--- config.mk ---
export PLATFORM = sky130hd
export DESIGN_NAME = hazard_ctrl
export DESIGN_NICKNAME = d
export VERILOG_FILES = /design/src/rtl/hazard_ctrl.sv
export SDC_FILE = /design/constraint.sdc
export NUM_CORES = 1
export LEC_CHECK = 0
export ABC_AREA = 1
export BUFFER_PORTS_ARGS = -buffer_cell sky130_fd_sc_hd__buf_4
export CORE_MARGIN = 1.5
export CORE_UTILIZATION = 31
export CTS_BUF_LIST = sky130_fd_sc_hd__clkbuf_16
export CTS_CLUSTER_SIZE = 16
export DETAILED_ROUTE_END_ITERATION = 12
export PLACE_DENSITY = 0.53
export SYNTH_ARGS = -nofsm -noshare
export SYNTH_HDL_FRONTEND = slang
export SYNTH_SLANG_ARGS = --single-unit
export TNS_END_PERCENT = 30
--- constraint.sdc ---
create_clock -name clk -period 3.4 [get_ports clk]
set_clock_uncertainty 0.15 [all_clocks]
set_input_delay 0.34 -clock clk [delete_from_list [all_inputs] [get_ports clk]]
set_output_delay 0.34 -clock clk [all_outputs]
set_load 0.02 [all_outputs]
--- src/rtl/hazard_ctrl.sv ---
// Pipeline hazard controller: one-cycle load-use bubble, PC hold during branch/call/ret resolution.
// Outputs are Mealy (same cycle); stall counter and timeout flag are registered.
module hazard_ctrl (
    input  logic        clk,
    input  logic        rst_n,
    input  logic [3:0]  id_rs1,
    input  logic [3:0]  id_rs2,
    input  logic        id_rs1_used,
    input  logic        id_rs2_used,
    input  logic        id_branch,
    input  logic        id_call,
    input  logic        id_ret,
    input  logic        ex_MemRead,
    input  logic        ex_RegWrite,
    input  logic [3:0]  ex_reg_rd,
    input  logic        ctrl_resolve,
    output logic        pc_stall,
    output logic        ifid_stall,
    output logic        ifid_flush,
    output logic        idex_bubble,
    output logic        PC_hazard,
    output logic        hazard_err,
    output logic [15:0] stall_count
);

    typedef enum logic {IDLE = 1'b0, CTRL_WAIT = 1'b1} state_t;

    state_t      r_state;
    state_t      w_next_state;
    logic [2:0]  r_wait_cnt;
    logic [2:0]  w_wait_cnt_nxt;
    logic        r_hazard_err;
    logic        w_set_err;
    logic [15:0] r_stall_count;
    logic        w_load_use;
    logic        w_id_ctrl;

    assign w_load_use = ex_MemRead & ex_RegWrite & (ex_reg_rd != 4'd0) &
                        ((id_rs1_used & (id_rs1 == ex_reg_rd)) |
                         (id_rs2_used & (id_rs2 == ex_reg_rd)));
    assign w_id_ctrl  = id_branch | id_call | id_ret;

    always_ff @(posedge clk) begin
        if (!rst_n) begin
            r_state       <= IDLE;
            r_wait_cnt    <= 3'd0;
            r_hazard_err  <= 1'b0;
            r_stall_count <= 16'd0;
        end else begin
            r_state    <= w_next_state;
            r_wait_cnt <= w_wait_cnt_nxt;
            if (w_set_err)
                r_hazard_err <= 1'b1;
            if (pc_stall && (r_stall_count != 16'hFFFF))
                r_stall_count <= r_stall_count + 16'd1;
        end
    end

    // Load-use wins over a control instruction; the control entry simply waits for the bubble to clear.
    always_comb begin
        w_next_state   = r_state;
        w_wait_cnt_nxt = r_wait_cnt;
        w_set_err      = 1'b0;
        case (r_state)
            IDLE: begin
                if (!w_load_use && w_id_ctrl) begin
                    w_next_state   = CTRL_WAIT;
                    w_wait_cnt_nxt = 3'd0;
                end
            end
            CTRL_WAIT: begin
                if (ctrl_resolve) begin
                    w_next_state = IDLE;
                end else if (r_wait_cnt == 3'd7) begin
                    w_set_err    = 1'b1;
                    w_next_state = IDLE;
                end else begin
                    w_wait_cnt_nxt = r_wait_cnt + 3'd1;
                end
            end
            default: w_next_state = IDLE;
        endcase
    end

    always_comb begin
        pc_stall    = 1'b0;
        ifid_stall  = 1'b0;
        ifid_flush  = 1'b0;
        idex_bubble = 1'b0;
        PC_hazard   = 1'b0;
        if (rst_n) begin
            case (r_state)
                IDLE: begin
                    if (w_load_use) begin
                        pc_stall    = 1'b1;
                        ifid_stall  = 1'b1;
                        idex_bubble = 1'b1;
                    end else if (w_id_ctrl) begin
                        pc_stall   = 1'b1;
                        ifid_flush = 1'b1;
                    end
                end
                CTRL_WAIT: begin
                    PC_hazard  = 1'b1;
                    ifid_flush = 1'b1;
                    pc_stall   = !ctrl_resolve;
                end
                default: ;
            endcase
        end
    end

    assign hazard_err  = r_hazard_err;
    assign stall_count = r_stall_count;

endmodule

After elaboration in Yosys (flattened, before gate mapping)
Index checks and enable logic that the tools add are counted.
{ "totals": {"register_bits": 21, "in_bits": 22, "out_inout_bits": 22, "wordCells": 51} }
{ "op_classes": {"addsub": 2, "eq_ne": 7, "n_mux": 23, "bitwise_logic": 9, "reduce_logical": 6} }
{ "ops": {"columns": ["op", "n"], "rows": [
  ["$add A16 B1 Y16 const B", 1],
  ["$mux W1", 16],
  ["$ne A16 B16 Y1 const B", 1],
  ["$mux W3", 3],
  ["$eq A4 B4 Y1", 2],
  ["$ne A2 B2 Y1 const B", 3],
  ["$pmux W1 S2", 3],
  ["$pmux W3 S2", 1],
  ["$and A1 B1 Y1", 5],
  ["$reduce_bool A4 Y1", 1],
  ["$add A3 B1 Y3 const B", 1],
  ["$eq A3 B3 Y1 const B", 1],
  ["$or A1 B1 Y1", 3],
  ["$reduce_and A3 Y1", 1],
  ["$logic_and A1 B1 Y1", 2],
  ["$logic_not A1 Y1", 2],
  ["$not A1 Y1", 1]
]} }

Longest topological paths before layout
{ "depth": {"word_depth": 8, "ltp_mapped": 13, "mapped_depth_nobuf": 12} }

Worst setup path after synthesis
Ideal clock, no wire load.
{ "synth_timing": {"kind": "input to output", "start": "input ex_reg_rd[0]", "end": "output ifid_stall", "arrival_time_ps": 1542, "required_time_ps": 2910, "path_slack_ps": 1368, "cell_stages": 9, "n_path_buf": 1, "cell_sequence": "inv_1 > nand2_1 > nand2_1 > nor2_1 > nand3_1 > nand2_1 > nand2_2 > nor3_1 > buf_4"} }
{ "synth_between": {"elab_chain_len": 7, "word_cells_on_any_way": 11, "classes_between": "eq/ne: 2; mux: 3; bitwise: 5; reduce/logical: 1"} }
{ "synth_rtl": {"columns": ["element", "line", "source"], "rows": [
  ["start: declaration", "15", "input logic [3:0] ex_reg_rd,"],
  ["$eq A4 B4 Y1, on equally long branches", "39, 40", null],
  ["$and A1 B1 Y1, on equally long branches", "39, 40", null],
  ["$or A1 B1 Y1", "39", "((id_rs1_used & (id_rs1 == ex_reg_rd)) |"],
  ["$and A1 B1 Y1 *", "38", "assign w_load_use = ex_MemRead & ex_RegWrite & (ex_reg_rd != 4'd0) &"],
  ["$mux W1 * (3 in a row)", null, null],
  ["end: declaration", "18", "output logic ifid_stall,"]
]} }
Every way passes the cells marked *; elsewhere a longest branch is shown, timed or not.

Worst setup path after layout
{ "layout_timing": {"start": "input rst_n", "end": "output pc_stall"} }
{ "layout_between": {"elab_chain_len": 1} }
{ "layout_rtl": {"columns": ["element", "line", "source"], "rows": [
  ["start: declaration", "5", "input logic rst_n,"],
  ["$mux W1", "91", "if (rst_n) begin"],
  ["end: declaration", "17", "output logic pc_stall,"]
]} }
No other way between the ends.

==> metrics.yaml <==
status:
  outcome: "finished, final reports clean"
power:
  leakage_nw: 1.04
  peakVddDrop_mv: 0.182
  power_mw: 0.612
  power.density_nw_per_um2: 302
sta:
  relSlewSlack_pct: 77.9
  worst_slack_ps: 1440
  rsz0062_at_grt: "no"
  worstMarginPinSlew_ps: 332
  fmax_ghz: 0.510
  setup_violations: 0
  finalCriticalPeriod_ps: 1960
  hold_violations: 0
  report.final.slew_viol_count: 0
  setup_tns_ps: 0
  fin_crit_sh_pct: 57.6
synthesis:
  synth_nets: 292
  synth_top_area_share_pct: 26.2
  async_flop_share_pct: 0
  yosys_warnings: 0
  ys_top_cells_by_count: "nand2_1, inv_1, nor2_1"
  synth-edff-count: 0
  synth-main-ff-cell: "dfxtp_1"
  ys_ff_latch: 21
  syn_area_per_cell_um2: 6.02
  synthCells: 267
  synth_area_leader_cell: "dfxtp_1"
  synth_cell_types: 27
  yosysMostFrequentCell: "nand2_1"
  synth_area_leaders: "dfxtp_1, nand2_1, inv_1"
  netlist_area_um2: 1610
  ys_seq_area_share_pct: 26.2
clock_tree:
  cts.sinks: 21
  cts_resized: 0
  postCtsSetupBuffers: 0
  cts_root_buffer: "clkbuf_16"
  cts_made_buffers: 3
  cts_max_path_buffers: 2
  htree_levels: 1
  cts_tree: "yes"
  clk_pin_slew_worst_paths_ps: 60
  clk_latency_ps: 250
  ctsHoldBuffers: 0
floorplan:
  ios: 44
  die_h_um: 75.0
  num_rows: 26
  coreArea_um2: 5040
  die_area_um2: 5620
  die_w_um: 75.0
  start_util_pct: 31.9
routing:
  wire_per_inst_um: 9.15
  dr.pass1.iters: 4
  final_antenna_net_count: 0
  drtIter0Drc: 52
  vias: 1616
  drc: 0
  avgViaCountPerCell: 4.31
  drt_wl_total_um: 3430
cells_and_area:
  areaGrowthSynthToFinish_pct: 26.0
  fillers: 585
  stdcell_count: 375
  antenna_cells: 0
  layout-drive-gt1-share_pct: 21.6
  fin_nets: 331
  utilization_pct: 40.1
flow_run:
  drv_cap: 0
worst_setup_path:
  worstPathArrival_ps: 1470
  max_stage_delay_ps: 320
  crit_type: "in2out"
  cp_data_required_time_ps: 2910
  crit_top_cell: "buf_4"
  worstPathMaxFanout: 31
  path_cells: "buf_4 -> inv_2 -> a21oi_2 -> buf_4 -> a21boi_0 -> buf_4"
  critPathTopFamily: "buffers and inverters"
  crit_path_start_kind: "input port"
  cp_slowest_cell: "buf_4"
  worstSetupEndpointType: "primary output"
  cp_num_buf_inv: 4
place:
  dp.cells: 371
  dp_hpwl_um: 2660
  dp_slack_ps: 1440
  port_buffers: 43
  place.gp.congestion: 0.720
global_route:
  antenna_found_initial: 0
  overflow: 0
  grt.total_usage_pct: 13.7
  grt_max_degree: 32
  grt_pass1_vias: 1497
  grt_pass1_wl_um: 6190
hold_path:
  hp-class: "in2reg"
## placed cells by master, fill, tap and decap left out, types with 5 or more instances in the layout
| cell | instances |
|---|---|
| nand3_1 | 18 |
| nand3_2 | 6 |
| nor2_1 | 31 |
| inv_1 | 61 |
| nor2_2 | 5 |
| buf_4 | 44 |
| nand4_1 | 17 |
| a21oi_1 | 6 |
| nor3_1 | 5 |
| dfxtp_1 | 21 |
| nand2_1 | 69 |
## flip-flops by register name (all words and copies together) (netlist names)
| name | flops |
|---|---|
| r_state | 1 |
| stall_count | 16 |
| hazard_err | 1 |
| r_wait_cnt | 3 |
## metrics by stage
| stage | instance area, um2 | hold slack (ps) |
|---|---|---|
| after global routing | 2020 | 267 |
| after detailed placement | 1950 | 308 |
| after global placement | 1950 | 314 |
| after CTS | 2020 | 247 |
| final | 2020 | 240 |
| after floorplan | 1610 | 283 |
## worst reg2reg max path, delay by kind of cell (launching register included)
family / cells / cell delay (ps)
fa+ha+maj: 1 / 210
buf+inv: 2 / 110
flops: 1 / 410
simple gates: 7 / 960
## cells by family after synthesis
logic type | count (synthesis) | synth area share [%]
AO/OA/AOI/OAI | 11 | 3.97
XOR/XNOR | 3 | 1.64
adder cells (fa/ha/maj) | 3 | 2.34
buffers and inverters | 72 | 19.4
flip-flops | 21 | 26.2
AND/OR/NAND/NOR | 157 | 46.5
## power breakdown
group / total [mW] / switching (mW) / internal (mW) / leakage, nW
clock: 0.246 / 0.0897 / 0.157 / 0.0423
sequential: 0.260 / 0.00801 / 0.252 / 0.170
combinational: 0.106 / 0.0592 / 0.0463 / 0.830
## path summary, 6_finish.rpt
check / depth (start not counted) / end / slack [ps] / startpoint
min: 4 / hazard_err / 240 / ctrl_resolve
max: 6 / pc_stall / 1440 / rst_n
max reg2reg: 10 / stall_count[9] / 1470 / stall_count[0]
min reg2reg: 2 / hazard_err / 320 / hazard_err
## final cells by class
cell class,count,area [um2],share of cell area (%)
clock buffers,3,75.1,3.71
repair buffers,44,330,16.3
flip-flops and latches,21,420,20.8
well taps,70,87.6,4.33
inverters,62,233,11.5
multi-input cells,174,875,43.2
clock inverters,1,3.75,0.185
## per-layer routing
metal / GRT usage (%) / routed length [um] / up-vias / part of all wire, %
met2: 24.8 / 1630 / 43 / 47
met3: 2.95 / 204 / 4 / 5.9
li1: - / - / 894 / -
met1: 16.4 / 1570 / 675 / 46
met5: 0 / 0 / - / 0
met4: 3.03 / 25 / 0 / 0.73
Power figures use the tool's default switching activity.
